## config.mk

```make
export PLATFORM = sky130hd
export DESIGN_NAME = adaptive_slicer
export DESIGN_NICKNAME = d
export VERILOG_FILES = /design/src/rtl/adaptive_slicer.sv
export SDC_FILE = /design/constraint.sdc
export NUM_CORES = 2
export LEC_CHECK = 0
export CAP_MARGIN = 20
export CORE_MARGIN = 8
export CORE_UTILIZATION = 46
export CTS_CLUSTER_SIZE = 10
export DETAILED_ROUTE_END_ITERATION = 10
export PLACE_DENSITY = 0.74
export SYNTH_ARGS = -nofsm -noshare
export SYNTH_HDL_FRONTEND = slang
export SYNTH_SLANG_ARGS = --single-unit
```

## constraint.sdc

```tcl
create_clock -name clk -period 5.2 [get_ports clk]
set_input_delay 1.04 -clock clk [delete_from_list [all_inputs] [get_ports clk]]
set_output_delay 1.04 -clock clk [all_outputs]
set_load 0.005 [all_outputs]
```

## src/rtl/adaptive_slicer.sv

```systemverilog
// Multi-channel FFE slicer with a 2-stage pipeline and per-channel threshold adaptation
// that steers each channel's ones-density toward 50%.
module adaptive_slicer #(
  parameter int unsigned numChannels        = 16,
  parameter int unsigned inputBitwidth      = 10,
  parameter int unsigned thresholdBitwidth  = 10,
  parameter int unsigned confidenceBitwidth = 8,
  parameter int unsigned windowLog2         = 8,
  parameter int unsigned deadband           = 4,
  parameter int unsigned stepBitwidth       = 4
) (
  input  logic                                              clk,
  input  logic                                              rst,
  input  logic [numChannels-1:0][inputBitwidth-1:0]         codes,
  input  logic                                              in_valid,
  input  logic [1:0]                                        mode,
  input  logic [numChannels-1:0][thresholdBitwidth-1:0]     new_thresh,
  input  logic                                              thresh_load,
  input  logic [stepBitwidth-1:0]                           step,
  output logic [numChannels-1:0]                            bit_out,
  output logic [numChannels-1:0][confidenceBitwidth-1:0]    confidence,
  output logic                                              out_valid,
  output logic [numChannels-1:0][thresholdBitwidth-1:0]     thresh_cur,
  output logic                                              win_done
);

  localparam int unsigned DW = ((inputBitwidth > thresholdBitwidth) ? inputBitwidth : thresholdBitwidth) + 1;
  localparam int unsigned AW = ((thresholdBitwidth > stepBitwidth) ? thresholdBitwidth : stepBitwidth) + 2;
  localparam int unsigned CW = windowLog2 + 1;

  localparam logic [confidenceBitwidth-1:0] CMAX     = '1;
  localparam logic [CW-1:0]                 WIN_LAST = CW'((2 ** windowLog2) - 1);
  localparam logic [CW-1:0]                 ONES_HI  = CW'((2 ** (windowLog2 - 1)) + deadband);
  localparam logic [CW-1:0]                 ONES_LO  = CW'((2 ** (windowLog2 - 1)) - deadband);
  localparam logic signed [AW-1:0]          TMAX     = AW'((2 ** (thresholdBitwidth - 1)) - 1);
  localparam logic signed [AW-1:0]          TMIN     = -(AW'(2 ** (thresholdBitwidth - 1)));

  typedef enum logic [1:0] {IDLE, ACCUM, UPDATE} state_t;

  state_t                                           state;
  logic [numChannels-1:0][inputBitwidth-1:0]        code_s1;
  logic                                             valid_s1;
  logic [CW-1:0]                                    win_cnt;
  logic [numChannels-1:0][CW-1:0]                   ones_cnt;
  logic [numChannels-1:0]                           bit_c;
  logic [numChannels-1:0][confidenceBitwidth-1:0]   conf_c;
  logic [numChannels-1:0][thresholdBitwidth-1:0]    thr_step;
  logic                                             keep_c;

  // Per-channel compare (S2) and saturating threshold step for the UPDATE cycle
  for (genvar g = 0; g < numChannels; g++) begin : g_ch
    logic signed [DW-1:0] code_x, thr_x, diff, mag;
    logic signed [AW-1:0] thr_w, stp_w, sum;

    always_comb begin
      code_x    = DW'($signed(code_s1[g]));
      thr_x     = (mode == 2'd2) ? '0 : DW'($signed(thresh_cur[g]));
      diff      = code_x - thr_x;
      mag       = diff[DW-1] ? -diff : diff;
      bit_c[g]  = !diff[DW-1] && (diff != '0);
      conf_c[g] = (mag > DW'(CMAX)) ? CMAX : mag[confidenceBitwidth-1:0];
    end

    always_comb begin
      thr_w = AW'($signed(thresh_cur[g]));
      stp_w = AW'(step);
      if (ones_cnt[g] > ONES_HI)      sum = thr_w + stp_w;
      else if (ones_cnt[g] < ONES_LO) sum = thr_w - stp_w;
      else                            sum = thr_w;
      if (sum > TMAX)      thr_step[g] = thresholdBitwidth'(TMAX);
      else if (sum < TMIN) thr_step[g] = thresholdBitwidth'(TMIN);
      else                 thr_step[g] = sum[thresholdBitwidth-1:0];
    end
  end

  // A sample seen during UPDATE opens the next window unless a load or mode exit restarts it
  assign keep_c = out_valid && !thresh_load && (mode == 2'd1);

  always_ff @(posedge clk) begin
    if (rst) begin
      state      <= IDLE;
      code_s1    <= '0;
      valid_s1   <= 1'b0;
      bit_out    <= '0;
      confidence <= '0;
      out_valid  <= 1'b0;
      thresh_cur <= '0;
      win_done   <= 1'b0;
      win_cnt    <= '0;
      ones_cnt   <= '0;
    end else begin
      code_s1   <= codes;
      valid_s1  <= in_valid;
      out_valid <= valid_s1;
      win_done  <= 1'b0;
      if (valid_s1) begin
        bit_out    <= bit_c;
        confidence <= conf_c;
      end
      if (thresh_load) thresh_cur <= new_thresh;

      case (state)
        IDLE: begin
          win_cnt  <= '0;
          ones_cnt <= '0;
          if (mode == 2'd1) state <= ACCUM;
        end
        ACCUM: begin
          if (mode != 2'd1) begin
            state    <= IDLE;
            win_cnt  <= '0;
            ones_cnt <= '0;
          end else if (thresh_load) begin
            win_cnt  <= '0;
            ones_cnt <= '0;
          end else if (out_valid) begin
            win_cnt <= win_cnt + CW'(1);
            for (int i = 0; i < numChannels; i++) begin
              ones_cnt[i] <= ones_cnt[i] + CW'(bit_out[i]);
            end
            if (win_cnt == WIN_LAST) begin
              state    <= UPDATE;
              win_done <= 1'b1;
            end
          end
        end
        UPDATE: begin
          if (!thresh_load) thresh_cur <= thr_step;
          win_cnt <= CW'(keep_c);
          for (int i = 0; i < numChannels; i++) begin
            ones_cnt[i] <= CW'(keep_c && bit_out[i]);
          end
          state <= (mode == 2'd1) ? ACCUM : IDLE;
        end
        default: state <= IDLE;
      endcase
    end
  end

endmodule

```

# After elaboration in Yosys (flattened, before gate mapping)
# Index checks and enable logic that the tools add are counted.
[totals]
regBits = 622
word_cells = 447
output_inout_bits = 306
[classes]
add_sub_neg = 81
muxes = 131
n_reduce_logical = 72
n_bitwise = 2
n_eq_ne = 11
n_lt_le_gt_ge = 80
[ops]
columns = ["op", "count"]
rows = [
  ["two-way mux 160 bit", 3],
  ["two-way mux 144 bit", 3],
  ["one-hot mux 144 bit (3 select lines)", 1],
  ["two-way mux 12 bit", 32],
  ["two-way mux 11 bit", 32],
  ["two-way mux 10 bit", 32],
  ["greater-than comparator 12 x 10 -> 1 bit, second input constant", 16],
  ["< comparator 12 x 10 -> 1 bit, second input constant", 16],
  ["adder 10 x 5 -> 11 bit", 16],
  ["greater-than comparator 11 x 8 -> 1 bit, second input constant", 16],
  ["negator 11 bit", 16],
  ["nonzero test 11 bit", 16],
  ["subtractor 10 x 11 -> 11 bit", 16],
  ["subtractor 10 x 5 -> 11 bit", 16],
  ["adder 9 x 1 -> 9 bit", 16],
  ["greater-than comparator 9 x 8 -> 1 bit, second input constant", 16],
  ["< comparator 9 x 7 -> 1 bit, second input constant", 16],
  ["two-way mux 8 bit", 16],
  ["logical AND 1 bit", 34],
  ["two-way mux 9 bit", 3],
  ["one-hot mux 9 bit (3 select lines)", 1],
  ["zero test 1 bit", 17],
  ["two-way mux 2 bit", 5],
  ["adder 9 x 1 -> 9 bit, second input constant", 1],
  ["other kinds (15)", 21],
]

# Depth between registers and ports, before layout
[depth]
ltp_word = 8
ltp_mapped = 16
depth_no_buf = 13

# Least setup slack after synthesis
# OpenSTA, ideal clock, no wires.
[synth_timing]
path_type = "input to register"
start = "in mode[0]"
end = "reg confidence[113] in the netlist's numbering"
slack_ps = 676
stages = 14
arrival_ps = 4373
path_cell_list = "nand2b_1 > clkbuf_1 > clkbuf_1 > clkbuf_1 > nand2_1 > ha_1 > and2_1 > o21ai_0 > nand3b_1 > xnor2_1 > nor4bb_1 > mux2_2 > o31ai_1 > a311oi_1"
[synth_via]
elab_chain_cells = 7
[synth_rtl]
columns = ["element", "line_no", "rtl"]
rows = [
  ["start: declaration", "16", "input logic [1:0] mode,"],
  ["equality test 2 bit (*)", "57", "thr_x = (mode == 2'd2) ? '0 : DW'($signed(thresh_cur[g]));"],
  ["two-way mux 11 bit (*)", "57", ""],
  ["subtractor 10 x 11 -> 11 bit (*)", "58", "diff = code_x - thr_x;"],
  ["negator 11 bit", "59", "mag = diff[DW-1] ? -diff : diff;"],
  ["two-way mux 11 bit (*)", "59", ""],
  ["greater-than comparator 11 x 8 -> 1 bit", "61", "conf_c[g] = (mag > DW'(CMAX)) ? CMAX : mag[confidenceBitwidth-1:0];"],
  ["two-way mux 8 bit (*)", "61", ""],
  ["end signal: assignment", "98", "confidence <= conf_c;"],
  ["end: declaration", "21", "output logic [numChannels-1:0][confidenceBitwidth-1:0] confidence,"],
]
# Mark *: on every way between the ends. The rest lies on a longest branch, timed or not.
# A chain may end at the register's enable or synchronous reset.

# Worst setup path in the final report
[layout_timing]
start = "in mode[0]"
end = "reg bit_out[4]"
[layout_via]
elab_chain_cells = 5
[layout_rtl]
columns = ["element", "line_no", "rtl"]
rows = [
  ["equality test 2 bit (*)", "57", ""],
  ["two-way mux 11 bit (*)", "57", ""],
  ["subtractor 10 x 11 -> 11 bit (*)", "58", ""],
  ["nonzero test 11 bit / zero test 1 bit (equally long branches)", "60", "bit_c[g] = !diff[DW-1] && (diff != '0);"],
  ["logical AND 1 bit (*)", "60", ""],
  ["end signal: assignment", "97", "bit_out <= bit_c;"],
  ["end: declaration", "20", "output logic [numChannels-1:0] bit_out,"],
]
# Marks and branches as above.

==> key figures <==
Pwr
  • Flop pwr share: 0.355
  • Comb pwr share: 0.304
  • P_leak: 21.1 nW
  • Power per cell area: 277 nW/um^2
  • Tot Pwr: 15.1 mW
  • Switching share of power: 0.334
  • Psw: 5.05 mW
  • Clock share of power: 0.341
  • VDD IR max: 0.250 mV
  • Pint: 10.1 mW

Die
  • FP Rows: 114
  • Initial Util: 0.463
  • Boundary Pins: 636
  • Die Ht: 327 um
  • Die W: 327 um
  • Die area: 107000 um^2
  • Core Area: 96400 um^2

Global route
  • Total track usage: 0.298
  • Largest net degree at the start of global routing: 156
  • Grt ovf: 0
  • Vias in the first global route: 42700
  • Initial antenna violation count: 19
  • First-pass GRT wire length: 254000 um

Detailed routing
  • Vias/cell: 6.10
  • Drt wl/cell: 22.4 um
  • Routed vias: 45976
  • Pre-antenna DRT Iters: 8
  • Final wirelength: 169000 um
  • Final antenna-violating net count: 0
  • Initial DRC count: 4104
  • Drt drc: 0

Clock tree
  • Root buffer cell: clkbuf_16
  • TritonCTS Buffers: 78
  • Post-CTS setup buffers: 0
  • Max Root-Sink Buffers: 3
  • H-tree levels: 3
  • Resize count post-CTS: 0
  • TritonCTS clock tree: built
  • Hold-fix buffers at CTS: 0
  • Sink Count: 622
  • Worst skew pair latency: 0.66 ns
  • Clock Pin Slew Worst Setup and Hold Paths: 0.05 ns

STA
  • Final clock period utilization by the worst path: 0.860
  • Clk_skew: 0.0321 ns
  • Final setup fails: 0
  • Final WS setup: 0.728 ns
  • Final Slew Violations: 0
  • Worst slew margin: 0.312
  • RSZ-0062 raised after global routing: false
  • Total negative setup slack: 0 ns
  • Hold Vio Cnt, Final: 0
  • Minimum clock period: 4.47 ns
  • Slew @ Worst Pin: 1.02 ns
  • Final hold slack: 0.471 ns
  • Fmax: 224 MHz

Run status
  • Outcome: finished clean

Logic synthesis
  • Seq/Total Area, Yosys: 0.279
  • Avg Inst Size Synth: 7.88 um^2
  • YS warnings: 0
  • Cell variety after synth: 110
  • Yosys top cell by area: dfxtp_1
  • Area contributors post-synth: dfxtp_1 28%, ha_1 9.6%, nor2_1 4.8%, nand2_1 4.7%, xor2_1 3.9%
  • Seq cells post-synth: 622
  • Async SR Flop Fraction: 0
  • Post-synth top area share: 0.279
  • Ys flop type: dfxtp_1
  • Synthesized area: 44600 um^2
  • Number of synthesized flops with an enable pin: 0
  • Synthesized Nets: 6387
  • Cell count after synthesis: 5666

Final layout
  • Register Area: 12500 um^2
  • Share of post-route cells with drive strength above 1: 0.0538
  • Final core utilization: 0.567
  • Fill cell count: 8833
  • Post-route cell area: 54700 um^2
  • Multi-input logic area: 30200 um^2
  • Area Overhead vs Synth: 22.5%
  • Layout Cells excl Fill: 7536
  • Nets: 6923

Placed design
  • Placer Congestion: 0.959
  • Placed Cells: 7398
  • Dpl hpwl: 127000 um
  • IO buf count: 635
  • Place WS: 0.0991 ns
  • Placed cell areas: 52300 um^2

Worst setup path
  • R2R depth: 10
  • Setup Crit Path Kind: in2reg
  • Startpoint Class: input pin
  • Worst reg2reg path startpoint: thresh_cur[41]$_SDFF_PP0_
  • Setup crit end kind: flop
  • Critical-path cell list: clkdlybuf4s50_1 > nand2b_4 > buf_12 > buf_4 > nand2_1 > ha_1 > nor2b_1 > o21ai_0 > or3b_2 > a211oi_1 > nand4_1 > o311ai_0 > buf_4 > a21oi_1
  • FF-to-FF End: bit_out[4]$_SDFFE_PP0P_
  • CP dominant cell by count: buf_4
  • Critical Path AT: 4.96 ns
  • Worst-path maximum fanout: 21
  • CP max stage cell: o311ai_0
  • Reg2reg setup slack: 1.50 ns
  • Biggest cell delay along the critical path: 0.71 ns
  • Worst path required time: 5.69 ns

Worst hold path
  • Worst hold start: ones_cnt[99]$_SDFFE_PP0P_
  • Hold Path Sink: ones_cnt[99]$_SDFFE_PP0P_
  • HP Class: reg2reg
  • Hold Path Depth: 2

Run
  • Max cap viols: 0
[registers in the layout, summed over array words and instances, names as in the netlist]
signal,flops
valid_s1,1
confidence,128
bit_out,16
state,2
thresh_cur,160
out_valid,1
win_cnt,9
code_s1,160
win_done,1
ones_cnt,144
[worst max-delay path: cells and delay by family]
kind                     cells  cell delay (ns)
AO/OA/AOI/OAI                4             1.23
AND/OR/NAND/NOR              5             1.13
adder cells (fa/ha/maj)      1             0.31
buffers and inverters        4             1.23
[placed cells by master (no fill, tap or decap), types with 41 or more instances in the layout]
master	Yosys	routed
o21ai_0	309	309
nand4_1	63	63
ha_1	343	342
a31oi_1	80	80
nor3_1	110	110
and2_1	43	43
or3_1	70	70
a311oi_1	97	97
xor2_1	198	198
a21o_1	53	52
nor2_1	573	567
a22oi_1	63	63
nor2b_1	238	238
nand2b_1	65	64
fa_1	48	48
or2_2	41	41
and3_1	49	48
clkdlybuf4s50_1	0	629
dfxtp_1	622	621
o22ai_1	118	118
buf_4	0	80
a211oi_1	100	100
inv_1	254	249
nand3_1	129	129
nand2_1	553	551
xnor2_1	111	111
a21oi_1	341	340
clkbuf_16	0	79
o21a_1	74	74
[how the worst max path moves through the flow]
stage,startpoint,to,cells after the start
6_report,mode[0],bit_out[4]$_SDFFE_PP0P_,14
5_1_grt,mode[0],confidence[5]$_SDFFE_PP0P_,14
4_1_cts,mode[0],bit_out[4]$_SDFFE_PP0P_,14
3_5_place_dp,mode[1],confidence[53]$_SDFFE_PP0P_,15
3_3_place_gp,mode[0],confidence[72]$_SDFFE_PP0P_,14
2_1_floorplan,mode[0],confidence[113]$_SDFFE_PP0P_,14
[synth_stat cells (15+ instances only)]
| cell | n |
|---|---|
| a211o_1 | 27 |
| a211oi_1 | 100 |
| a21boi_0 | 21 |
| a21o_1 | 53 |
| a21oi_1 | 341 |
| a221oi_1 | 16 |
| a22o_1 | 22 |
| a22oi_1 | 63 |
| a311oi_1 | 97 |
| a31oi_1 | 80 |
| and2_1 | 43 |
| and3_1 | 49 |
| buf_1 | 20 |
| clkbuf_1 | 232 |
| dfxtp_1 | 622 |
| fa_1 | 48 |
| ha_1 | 343 |
| inv_1 | 254 |
| mux2i_1 | 24 |
| nand2_1 | 553 |
| nand2b_1 | 65 |
| nand3_1 | 129 |
| nand3b_1 | 16 |
| nand4_1 | 63 |
| nor2_1 | 573 |
| nor2b_1 | 238 |
| nor3_1 | 110 |
| nor3b_1 | 27 |
| nor4_1 | 39 |
| o2111ai_1 | 17 |
| o211ai_1 | 33 |
| o21a_1 | 74 |
| o21ai_0 | 309 |
| o21bai_1 | 24 |
| o221ai_1 | 29 |
| o22ai_1 | 118 |
| o311ai_0 | 15 |
| o31a_1 | 19 |
| o31ai_1 | 29 |
| o32ai_1 | 15 |
| or2_2 | 41 |
| or3_1 | 70 |
| or4_1 | 30 |
| xnor2_1 | 111 |
| xor2_1 | 198 |
[cell type report]
type                    count  share of cell area
inverters                 256              0.0177
multi-input cells        4524               0.553
diodes                     14            0.000641
clock buffers             112              0.0408
well taps                1276              0.0292
flip-flops and latches    622               0.228
repair buffers            720               0.129
clock inverters            12             0.00190
[per-layer routing]
metal  track usage  vias up  wire [um]
met1         0.372    21876      68500
li1              -    21721          -
met2         0.495     1984      77900
met3        0.0620      385      14800
met5             0        -         67
met4         0.127       10       7580
[power by group through the flow]
stage                     logic (mW)  clock network [mW]  registers (mW)
after floorplan                 2.99                   0            5.29
after global placement          4.46                   0            5.46
after detailed placement        4.51                   0            5.46
after CTS                       4.55                5.25            5.36
after global routing            5.02                5.44            5.39
final                           4.60                5.17            5.37
[cell families (layout without fill, tap and decap cells)]
group                      after synthesis  in the layout  synth area share
xor gates and xnor gates               309            309            0.0607
DFF                                    622            622             0.279
AOI/OAI and AO/OA                     1658           1658             0.253
other                                    0             14                 0
muxes                                   38             38           0.00925
adders and majority gates              392            392             0.118
and+or+nand+nor                       2127           2127             0.236
buffers and inverters                  520           1100            0.0449
No activity file was read; power rests on OpenSTA's default activity.
